`config.mk`:
```
export PLATFORM = sky130hd
export DESIGN_NAME = instr_fetch_unit
export DESIGN_NICKNAME = d
export VERILOG_FILES = /design/src/rtl/instr_fetch_unit.sv
export SDC_FILE = /design/constraint.sdc
export NUM_CORES = 1
export LEC_CHECK = 0
export BUFFER_PORTS_ARGS = -buffer_cell sky130_fd_sc_hd__buf_2
export CAP_MARGIN = 5
export CORE_MARGIN = 2
export CORE_UTILIZATION = 39
export DETAILED_ROUTE_END_ITERATION = 7
export PLACE_DENSITY_LB_ADDON = 0.12
export REMOVE_ABC_BUFFERS = 1
export SLEW_MARGIN = 20
export SYNTH_ARGS = -nofsm -noshare
export SYNTH_HDL_FRONTEND = slang
export SYNTH_SLANG_ARGS = --single-unit
```
`constraint.sdc`:
```
create_clock -name clk -period 3.1 [get_ports clk]
set_input_delay 0.31 -clock clk [delete_from_list [all_inputs] [get_ports clk]]
set_output_delay 0.31 -clock clk [all_outputs]
set_load 0.03 [all_outputs]
```
`src/rtl/instr_fetch_unit.sv`:
```
// Instruction fetch responder: turns the pc's PCaddr into handshaked imem reads and returns instr/iready.
// Optional bus timeout fault is compiled in when IFETCH_TIMEOUT_EN is defined.
module instr_fetch_unit #(
  parameter int          TIMEOUT_CYCLES = 16,
  parameter logic [31:0] NOP_INSTR      = 32'h00000013
) (
  input  logic        clk,
  input  logic        nRST,
  input  logic [31:0] PCaddr,
  output logic [31:0] instr,
  output logic        iready,
  output logic        fetch_fault,
  output logic [31:0] mem_addr,
  output logic        mem_ren,
  input  logic [31:0] mem_rdata,
  input  logic        mem_ack,
  output logic [1:0]  o_dbg_state
);

  // Bus handshake: mem_ren is the request valid and stays high with a stable
  // mem_addr until the one-cycle mem_ack pulse; mem_ack is only honoured in REQ.
  typedef enum logic [1:0] {
    S_IDLE  = 2'd0,
    S_REQ   = 2'd1,
    S_HIT   = 2'd2,
    S_FAULT = 2'd3
  } state_t;

  state_t      r_state;
  state_t      w_next_state;
  logic [31:0] r_req_addr;
  logic [31:0] r_instr_q;
  logic [31:0] r_fault_addr;
  logic        w_misaligned;
  logic        w_addr_match;
  logic        w_timeout;
  logic        w_load_req;
  logic        w_enter_fault;

  if (TIMEOUT_CYCLES < 1 || TIMEOUT_CYCLES > 31) begin : g_timeout_out_of_range
  end

  assign w_misaligned  = |PCaddr[1:0];
  assign w_addr_match  = (PCaddr == r_req_addr);
  assign w_load_req    = (w_next_state == S_REQ) && ((r_state != S_REQ) || mem_ack);
  assign w_enter_fault = (w_next_state == S_FAULT) && (r_state != S_FAULT);

`ifdef IFETCH_TIMEOUT_EN
  localparam logic [4:0] LP_CNT_LAST = 5'(TIMEOUT_CYCLES - 1);
  logic [4:0] r_cnt;

  // Counts REQ cycles without an ack; cleared whenever a new request starts.
  always_ff @(posedge clk or negedge nRST) begin
    if (!nRST) begin
      r_cnt <= 5'd0;
    end else if (w_load_req) begin
      r_cnt <= 5'd0;
    end else if ((r_state == S_REQ) && !mem_ack) begin
      r_cnt <= r_cnt + 5'd1;
    end
  end

  assign w_timeout = (r_state == S_REQ) && !mem_ack && (r_cnt == LP_CNT_LAST);
`else
  assign w_timeout = 1'b0;
`endif

  always_ff @(posedge clk or negedge nRST) begin
    if (!nRST) begin
      r_state <= S_IDLE;
    end else begin
      r_state <= w_next_state;
    end
  end

  always_comb begin
    w_next_state = r_state;
    unique case (r_state)
      S_IDLE:  w_next_state = w_misaligned ? S_FAULT : S_REQ;
      S_REQ: begin
        if (mem_ack) begin
          if (w_addr_match)      w_next_state = S_HIT;
          else if (w_misaligned) w_next_state = S_FAULT;
          else                   w_next_state = S_REQ;
        end else if (w_timeout) begin
          w_next_state = S_FAULT;
        end
      end
      S_HIT: begin
        if (!w_addr_match) w_next_state = w_misaligned ? S_FAULT : S_REQ;
      end
      S_FAULT: begin
        if (!w_misaligned && (PCaddr != r_fault_addr)) w_next_state = S_REQ;
      end
      default: w_next_state = S_IDLE;
    endcase
  end

  // A timeout blames the stalled request address; otherwise the misaligned PCaddr.
  always_ff @(posedge clk or negedge nRST) begin
    if (!nRST) begin
      r_req_addr   <= 32'd0;
      r_instr_q    <= NOP_INSTR;
      r_fault_addr <= 32'd0;
    end else begin
      if (w_load_req) r_req_addr <= PCaddr;
      if ((r_state == S_REQ) && mem_ack) r_instr_q <= mem_rdata;
      if (w_enter_fault) r_fault_addr <= w_timeout ? r_req_addr : PCaddr;
    end
  end

  always_comb begin
    mem_ren     = (r_state == S_REQ);
    mem_addr    = r_req_addr;
    iready      = (r_state == S_HIT) && w_addr_match;
    fetch_fault = (r_state == S_FAULT);
    instr       = iready ? r_instr_q : NOP_INSTR;
    o_dbg_state = r_state;
  end

endmodule

```
==> results.env <==
PLACEABLECOREAREA_UM2=12000
STATUS='finished with violations'
FINAL_SETUP_MARGIN_NS=0.168
FINAL.SETUP_SKEW_NS=0.00641
GRT_SETUP_UNREPAIRED='no'
FMAXACHIEVABLE_GHz=0.341
SLEW_VIOLATIONS=0
R2R-START='mem_addr[4]'
BOUNDARYPINS=136
DETAILEDPLACE.WORSTSLACK_NS=0.402
VDD_DROP_MAX_mV=0.345
FINAL_MIN_PERIOD_OVER_CLOCK_PERIOD=0.946
GP_CONGESTION=0.732
SYNTHESIS.INSTANCES=343
CLK-INSERTION-DELAY-LATE_NS=0.34
MOSTFREQUENTLAYOUTCELL='buf_2'
PATH_DELAY_FAMILY='simple AND/OR/NAND/NOR gates'
MOST_FREQUENT_CELLS_IN_THE_LAYOUT='buf_2 (134), dfrtp_1 (95), mux2_2 (65)'
WORSTSETUPSTARTPOINTTYPE='register'
TRITONCTS='yes'
WORST_MAX_SLEW_MARGIN_EXPRESSED_RELATIVE_TO_THE_LIMIT=0.491
CTS_POST_SETUP_BUFFERS_INSERTED=0
COUNT_OF_BUFFERING_CELLS_ON_THE_CRITICAL_PATH_WITH_INVERTERS_INCLUDED=2
YOSYS_WARNINGS=0
PERIOD_MINUS_SLACK_NS=2.93
CLKSINKCOUNT=98
ROUTED_WL_UM=10100
VIOLATIONS='hold timing'
ROUTE.ANTENNA.REMAINING_NETS=0
WORST_SETUP_PATH_STARTPOINT='mem_addr[4]'
WORST_EP_ARRIVAL_TIME_NS=2.62
COUNT_OF_ROUTING_VIOLATIONS_AFTER_THE_OPENING_DETAILED_ROUTE_ITERATION=112
SEQ_AREA_FRAC_SYNTH=0.516
SYN_TO_FINAL_GROWTH_PCT=24.0
DIE_H_UM=114
TIGHTESTPINTRANSITION_NS=0.763
GROUTE.USAGE.OVERALL=0.162
IO_BUFFER_COUNT=135
DRC_ERRORS_LEFT=0
CTSRESIZECOUNT=0
CP_CELL_SEQUENCE='xnor2_1 -> nand4_1 -> nor4_4 -> nand3_1 -> nor2_1 -> buf_4 -> and2_1 -> buf_2'
NUMCTSBUFFERS=9
POWER.DENSITY_nW_PER_UM2=668
CTS_ROOT_BUF='clkbuf_16'
SYNTH_AREA_PER_CELL_UM2=13.9
WORST-PATH-MAX-FANOUT=30
TIMING.FINAL.HOLD_VIOLATIONS=1
GRT_PASS1_WL_UM=16000
FFS_LATCHES_SYNTH=98
DRIVE_ABOVE_1_SHARE=0.525
GRT_PASS1_VIAS=3046
SLOWEST_DELAY_NS=0.41
MAX-CAP-VIOLATIONS=0
ANTENNADIODECOUNT=0
HOLDBUFCOUNTCTS=0
HP-CLASS='in -> async'
ROUTED_VIA_COUNT=3046
HPWLAFTERDP_UM=7150
ANTENNA_VIOLATIONS_BEFORE_REPAIR=0
FINISH.CELL_COUNT_WITHOUT_FILLERS=633
WORST_SETUP_PATH_END_KIND='output port'
TOTAL_LEAKAGE_POWER_nW=2.77
HOLD_WS_NS=-0.00792
MAPPEDNETLISTAREA_UM2=4760
PLACED_CELLS=616
CTSLONGESTPATHBUFFERS=2
DRT-WIRELENGTH-PER-CELL_UM=16.0
SETUP_VIOL=0
WORST_PATH_MAX_DELAY_CELL='dfrtp_1'
GRT_REMAINING_OVERFLOW=0
FILLERINSTANCES=1076
INITIAL_CORE_UTIL=0.398
VIA_PER_INST=4.81
CLK_PIN_SLEW_WORST_PATHS_NS=0.06
DIE-AREA_UM2=13100
DRT_PASS1_ITERATIONS=4
CP.REQUIRED_NS=2.79
H-TREE-DEPTH=3
GRT_START_MAX_NET_PINS=82
SETUP.WORST_PATH.CLASS='reg -> out'
YOSYSUNIQUECELLTYPES=28
DIE_WIDTH_UM=114
LAYOUT_NET_COUNT=548
ROWS=40
-- logic make-up after synthesis --
group	Yosys count	share of synthesized area
compound gates	6	0.0129
xor+xnor	64	0.118
buf+inv	14	0.0208
flops	98	0.516
mux	94	0.244
simple gates	67	0.0883
-- metal layers --
layer  vias up  part of all wire  global-route usage
met5         -                 0                   0
met4         0             0.025              0.0789
met2       108              0.44               0.241
li1       1467                 -                   -
met3        15             0.060              0.0371
met1      1456              0.48               0.223
-- cell type report --
type / instances / area, µm² / area share
tap: 147 / 184 / 0.0311
clock buffer: 14 / 264 / 0.0447
clock inverter: 2 / 35.0 / 0.00593
inverter: 1 / 3.75 / 0.000636
multi-input combinational: 231 / 2220 / 0.376
sequential: 98 / 2460 / 0.416
timing repair buffer: 140 / 739 / 0.125
-- stage by stage --
stage | cell area [µm²] | TNS [ns] | utilization | total power [W]
2_1_floorplan | 4670 | -7.43 | - | 0.00250
3_3_place_gp | 5570 | 0 | 0.465 | 0.00281
3_5_place_dp | 5570 | 0 | 0.465 | 0.00284
4_1_cts | 5870 | 0 | 0.490 | 0.00399
5_1_grt | 5910 | 0 | 0.494 | 0.00418
6_report | 5910 | 0 | 0.494 | 0.00395
-- power breakdown --
| part | leakage [nW] | internal (W) | total [W] | switching [W] |
|---|---|---|---|---|
| clock network | 0.147 | 0.000670 | 0.00114 | 0.000469 |
| registers | 1.15 | 0.00157 | 0.00176 | 0.000196 |
| logic | 1.48 | 0.000520 | 0.00104 | 0.000523 |
-- synth_stat cells, drive strengths merged --
master   n  area, µm²
a211oi   1       7.51
and2    30        188
buf      8       76.3
clkbuf   5       18.8
dfrtp   95       2380
dfstp    3       78.8
inv      1       3.75
mux2    94       1160
nand2    6       22.5
nand3    1       5.00
nand4    9       62.6
nor2     2       7.51
nor2b    3       18.8
nor3     2       10.0
nor4    11       87.6
o211a    1       17.5
o211ai   1       12.5
o21a     2       15.0
o31a     1       8.76
or3      3       18.8
xnor2   28        245
xor2    36        315
-- path summary, 6_finish.rpt --
kind                                    endpoint  slack [ns]  depth (start not counted)
worst max register to register  r_fault_addr[11]        0.55                          7
worst min register to register     r_instr_q[15]        0.50                          1
worst min-delay path               r_instr_q[17]      -0.008                          1
worst max-delay path                   instr[24]        0.17                          8
max in group asynchronous       r_fault_addr[28]        2.41                          2
min in group clk                    r_instr_q[3]        0.20                          2
-- registers in the layout (all words and copies together), names as in the netlist --
name / flops
r_fault_addr: 32
o_dbg_state: 2
mem_addr: 32
r_instr_q: 32
-- worst register-to-register path: stages, from the launching register on --
cell and delay (ns):
dfrtp_1 0.41, xnor2_1 0.21, nand4_1 0.24, nor4_4 0.41, nand4_2 0.25, o211ai_4 0.33, buf_16 0.24, mux2_2 0.35
No activity file was read; power rests on OpenSTA's default activity.
